==> config.mk <==
export PLATFORM = sky130hd
export DESIGN_NAME = alu_ctrl_seq
export DESIGN_NICKNAME = d
export VERILOG_FILES = /design/src/rtl/alu_ctrl_seq.sv
export SDC_FILE = /design/constraint.sdc
export NUM_CORES = 1
export LEC_CHECK = 0
export BUFFER_PORTS_ARGS = -buffer_cell sky130_fd_sc_hd__buf_2
export CORE_AREA = 2 2 39 41
export CTS_CLUSTER_DIAMETER = 200
export DETAILED_ROUTE_END_ITERATION = 10
export DIE_AREA = 0 0 41 43
export PLACE_DENSITY = 0.71
export SLEW_MARGIN = 20
export SYNTH_ARGS = -nofsm -noshare
export SYNTH_HDL_FRONTEND = slang
export SYNTH_SLANG_ARGS = --single-unit
==> constraint.sdc <==
create_clock -name clk -period 4.2 [get_ports clk]
set_input_delay 0.84 -clock clk [delete_from_list [all_inputs] [get_ports clk]]
set_output_delay 0.84 -clock clk [all_outputs]
set_load 0.02 [all_outputs]
==> src/rtl/alu_ctrl_seq.sv <==
// alu_ctrl_seq: ALU control decoder with valid/ready handshake and multi-cycle mul/div sequencing
module alu_ctrl_seq #(
   parameter int              FUNC_W   = 4,
   parameter int              OP_W     = 3,
   parameter int              CTR_W    = 3,
   parameter logic [OP_W-1:0] RTYPE_OP = OP_W'(4),
   parameter int              MUL_LAT  = 4,
   parameter int              DIV_LAT  = 8
) (
   input  logic              clk,
   input  logic              rst,
   input  logic              in_valid,
   output logic              in_ready,
   input  logic [FUNC_W-1:0] func,
   input  logic [OP_W-1:0]   aluop,
   output logic              out_valid,
   input  logic              out_ready,
   output logic [CTR_W-1:0]  aluctr,
   output logic              mc,
   output logic              busy
);
   localparam int         MAX_LAT = MUL_LAT > DIV_LAT ? MUL_LAT : DIV_LAT;
   localparam int         CNT_W   = MAX_LAT > 2 ? $clog2(MAX_LAT - 1) : 1;
   localparam logic [1:0] S_IDLE  = 2'd0;
   localparam logic [1:0] S_WAIT  = 2'd1;
   localparam logic [1:0] S_OUT   = 2'd2;

   logic [1:0]       r_state;
   logic [CNT_W-1:0] r_cnt;
   logic             w_accept;
   logic             w_multi;
   logic [CTR_W-1:0] w_code;
   logic [CNT_W-1:0] w_lat_m2;

   // Decode the request and decide whether it can be taken this edge
   always_comb begin
      in_ready  = !rst && (r_state == S_IDLE || (r_state == S_OUT && out_ready));
      w_accept  = in_valid && in_ready;
      w_multi   = aluop == RTYPE_OP && func[FUNC_W-1];
      w_code    = aluop == RTYPE_OP ? func[CTR_W-1:0] : CTR_W'(aluop);
      w_lat_m2  = func[0] ? CNT_W'(DIV_LAT - 2) : CNT_W'(MUL_LAT - 2);
      out_valid = r_state == S_OUT;
      busy      = r_state == S_WAIT;
   end

   // Sequencer: result registers load at acceptance, WAIT counts down the remaining latency
   always_ff @(posedge clk or posedge rst) begin
      if (rst) begin
         r_state <= S_IDLE;
         r_cnt   <= '0;
         aluctr  <= '0;
         mc      <= 1'b0;
      end else if (w_accept) begin
         aluctr  <= w_code;
         mc      <= w_multi;
         r_state <= w_multi ? S_WAIT : S_OUT;
         r_cnt   <= w_multi ? w_lat_m2 : '0;
      end else if (r_state == S_WAIT) begin
         if (r_cnt == '0) r_state <= S_OUT;
         else r_cnt <= r_cnt - 1'b1;
      end else if (r_state == S_OUT) begin
         if (out_ready) r_state <= S_IDLE;
      end else if (r_state != S_IDLE) begin
         r_state <= S_IDLE;
      end
   end
endmodule

Word-level counts from Yosys, hierarchy flattened:

Cells that the tools add are included.

* bits in registers: 9
* input bits: 11
* output and inout port bits: 7
* logic and storage cells: 37

* add/subtract/negate cells: 1
* equal/unequal tests: 6
* mux-type cells: 13
* reductions and logical operators: 13

Operators with widths (count)
* $mux 3: 6
* $mux 2: 7
* $logic_and 1x1->1: 4
* $ne 4x1->1 const B: 1
* $reduce_bool 2->1: 2
* $reduce_bool 4->1: 1
* $eq 3x3->1 const B: 1
* $logic_not 3->1: 1
* $ne 3x1->1 const B: 1
* $reduce_and 3->1: 1
* $sub 3x1->3 const B: 1
* $eq 2x1->1 const B: 1
* $eq 2x2->1 const B: 1
* $logic_not 2->1: 1
* $ne 2x2->1 const B: 1
* $reduce_and 2->1: 1
* $logic_not 1->1: 1
* $logic_or 1x1->1: 1

Longest topological paths before layout:

* depth in word-level cells: 7
* gate-level depth with buffers: 7
* depth with buffers taken out: 6

Least setup slack after synthesis:

OpenSTA, ideal clock, no wires.

* path type: input port to output port
* start point: in out_ready
* end point: out in_ready
* data arrival time: 1193 ps
* data required time: 3360 ps
* path slack: 2167 ps
* cell stages on the path: 2
* buffers on the path: 0
* cell sequence: a21oi_2 -> nor2_1

* longest elaborated chain between the ends: 3

RTL lines
* start, declared: line 17 `input logic out_ready,`
* $logic_and 1x1->1: line 37 `in_ready = !rst && (r_state == S_IDLE || (r_state == S_OUT && out_ready));`
* $logic_or 1x1->1: line 37
* $logic_and 1x1->1: line 37
* end, declared: line 13 `output logic in_ready,`

Every way passes these cells.

Worst setup path in the final report:

* start point: reg r_state[0]
* end point: out in_ready

* longest elaborated chain between the ends: 4
* elaborated cells on any way between the ends: 5
* classes of those cells: 1 x eq/ne; 4 x reduce/logical

RTL lines
* start, declared: line 28 `logic [1:0] r_state;`
* start signal, assigned: line 56 `r_state <= w_multi ? S_WAIT : S_OUT;`
* $eq 2x2->1: line 37
* $logic_and 1x1->1: line 37
* $logic_or 1x1->1 *: line 37
* $logic_and 1x1->1 *: line 37

Mark *: on every way between the ends. The rest lies on a longest branch, timed or not.

==> run_results.csv <==
group,metric,value,unit
synth,synthSimpleGateAreaFrac,0.2154,
setup_path,r2r_slack,2.57,ns
synth,synth_edf_count,0,
routing,drt_iter0_drc,12,
synth,synth_area_leaders,"dfrtp_1 (38%), ha_1 (13%), inv_1 (5.1%)",
floorplan,die_h,43,um
timing,fin_worst_skew,0.002584,ns
timing,hold_slack,0.5247,ns
routing,dr.pass1.iters,4,
power_and_ir_drop,vdd_drop_max,0.0002486,V
timing,rsz0062_at_grt,"false",
grt,grt_pass1_wl,1656,um
synth,synthCells,59,
synth,synthAdderAreaFrac,0.1279,
finish,nets,97,
grt,grt_pass1_vias,435,
floorplan,initial_utilization,0.4241,
setup_path,crit_fanout,3,
grt,overflow,0,
outcome,status,"finished, final reports clean",
setup_path,worst-endpoint-arrival,1.38,ns
power_and_ir_drop,p_leak,0.3454,nW
clocking,ctsHoldBuffers,0,
routing,ant_nets,0,
synth,yosys_warnings,0,
clocking,numCtsBuffers,3,
timing,setup_viol,0,
timing,hold_viol,0,
placement,port_buffers,17,
routing,wirelength,1055,um
synth,yosysMostFrequentCell,"dfrtp_1",
hold_path,whs_endpoint,"aluctr[2]",
routing,wire_per_inst,11.11,um
routing,via_per_inst,4.905,
setup_path,crit_path_start_kind,"register",
synth,synth_top_area_cell,"dfrtp_1",
grt,grt_max_degree,14,
synth,avgSynthCellArea,9.946,sq um
grt,groute.usage.overall,0.1347,
synth,synthXorXnorAreaFrac,0.01493,
synth,synthesis.nets,76,
finish,fin_cells,95,
grt,antenna_found_initial,0,
clocking,cts_sinks,9,
clocking,worstSkewPairLatency,0.25,ns
timing,worstMarginPinSlew,0.3361,ns
floorplan,die_area,0.001763,sq mm
synth,synth_top_family_by_area,"simple AND/OR/NAND/NOR gates",
timing,fmax,0.4503,GHz
clocking,htree_levels,1,
synth,yosysTopAreaCellShare,0.3838,
synth,yosysUniqueCellTypes,29,
floorplan,io_pins,18,
timing,final_max_slew_viol_count,0,
synth,async_flop_share,1.000,
synth,synth_mux_area_frac,0.03625,
setup_path,critPathRequiredTime,3.36,ns
setup_path,worstSetupPathType,"register to output pin",
setup_path,r2r-start,"r_state[0]",
setup_path,reg2reg_depth,6,
hold_path,hp-start,"aluctr[2]",
clocking,cts_setup_buffers,0,
power_and_ir_drop,power,0.0003534,W
setup_path,r2r_end,"r_state[1]",
synth,synthFlopType,"dfrtp_1",
run,cap_violations,0,
placement,place_inst,91,
clocking,cts_resized,0,
routing,vias,466,
setup_path,crit_path_end_kind,"output pin",
synth,yosysSeqAreaShare,0.3838,
clocking,cts_tree,"done",
clocking,root_buffer,"clkbuf_4",
routing,drc_errors,0,
synth,synth_commonest_cells,"dfrtp_1 (9), inv_1 (8), ha_1 (6), nor2_1 (5), nand2_1 (4)",
timing,slew_headroom,0.7757,
timing,setup_tns,0,ns
timing,finalCritPeriodShare,0.5287,
power_and_ir_drop,power.density,500.0,mW/mm^2
timing,min_period,2.221,ns
floorplan,core,0.001384,sq mm
floorplan,num_rows,14,
synth,synth-seq-cells,9,
finish,layout-drive-gt1-share,0.3165,
placement,finalWeightedCongestion,0.6677,
clocking,clock_path_buffers,2,
synth,synth_compound_area_frac,0.1514,
clocking,clk_pin_slew_worst_paths,0.06,ns
finish,fin_util,0.5109,
finish,antenna_cells,0,
hold_path,hp-class,"register to register",
hold_path,min_path_cells,2,
floorplan,die_w,41,um
finish,area_growth,20.47,%
synth,syn_area,586.8,sq um
flip-flops by register name (all words and copies together), names as in the netlist:
| name | cells |
|---|---|
| mc | 1 |
| r_cnt | 3 |
| aluctr | 3 |
| r_state | 2 |
cell usage in the layout (no fill, tap or decap), drive strengths merged, types with 3 or more instances in the layout:
cell type and n:
inv 8, a21oi 3, buf 17, nand2 4, dfrtp 9, nor2 5
clkbuf 4, o21ai 3, ha 6
worst max path at each step:
stage	slack, ns	cells past startpoint	start	to
floorplan	2.17	2	out_ready	in_ready
global placement	2.01	4	out_ready	in_ready
detailed placement	1.99	4	out_ready	in_ready
CTS	1.96	5	r_state[0]	in_ready
global route	1.90	5	r_state[0]	in_ready
finish	1.98	5	r_state[0]	in_ready
routing by layer:
layer | track usage | wire length (um) | part of all wire | vias to the layer above
li1 | - | - | - | 245
met1 | 0.1729 | 452 | 0.43 | 208
met2 | 0.2156 | 551 | 0.52 | 13
met3 | 0.01571 | 52 | 0.049 | 0
met4 | 0.06000 | 0 | 0 | 0
met5 | 0 | 0 | 0 | -
critical path, cell delays in order (launching register included):
cell and delay, ns:
dfrtp_1 0.37, inv_1 0.09, ha_1 0.24, a21oi_2 0.22, nor2_1 0.06, buf_2 0.16
stage by stage:
step,area (sq um),setup WS [ns]
6_report,706.9,1.979
5_1_grt,706.9,1.899
4_1_cts,706.9,1.955
3_5_place_dp,680.7,1.994
3_3_place_gp,680.7,2.013
2_1_floorplan,586.8,2.167
report_power, final:
part           internal, W   total, W  switching, W
logic            0.0000659   0.000164     0.0000978
clock network    0.0000364  0.0000639     0.0000275
registers         0.000112   0.000126     0.0000136
area by class of cell:
type                       count  area (sq um)
clock buffer                   4         26.28
fill                         146         676.9
inverter                       8         30.03
multi-input combinational     41         320.3
sequential                     9         225.2
tap                           16         20.02
timing repair buffer          17         85.08
cell families (layout without fill, tap and decap cells):
logic type,Yosys count,after routing
simple gates,19,19
compound gates,13,13
flops,9,9
buf+inv,9,29
fa+ha+maj,6,6
mux,2,2
xor+xnor,1,1
(Power assumes the default switching activity.)
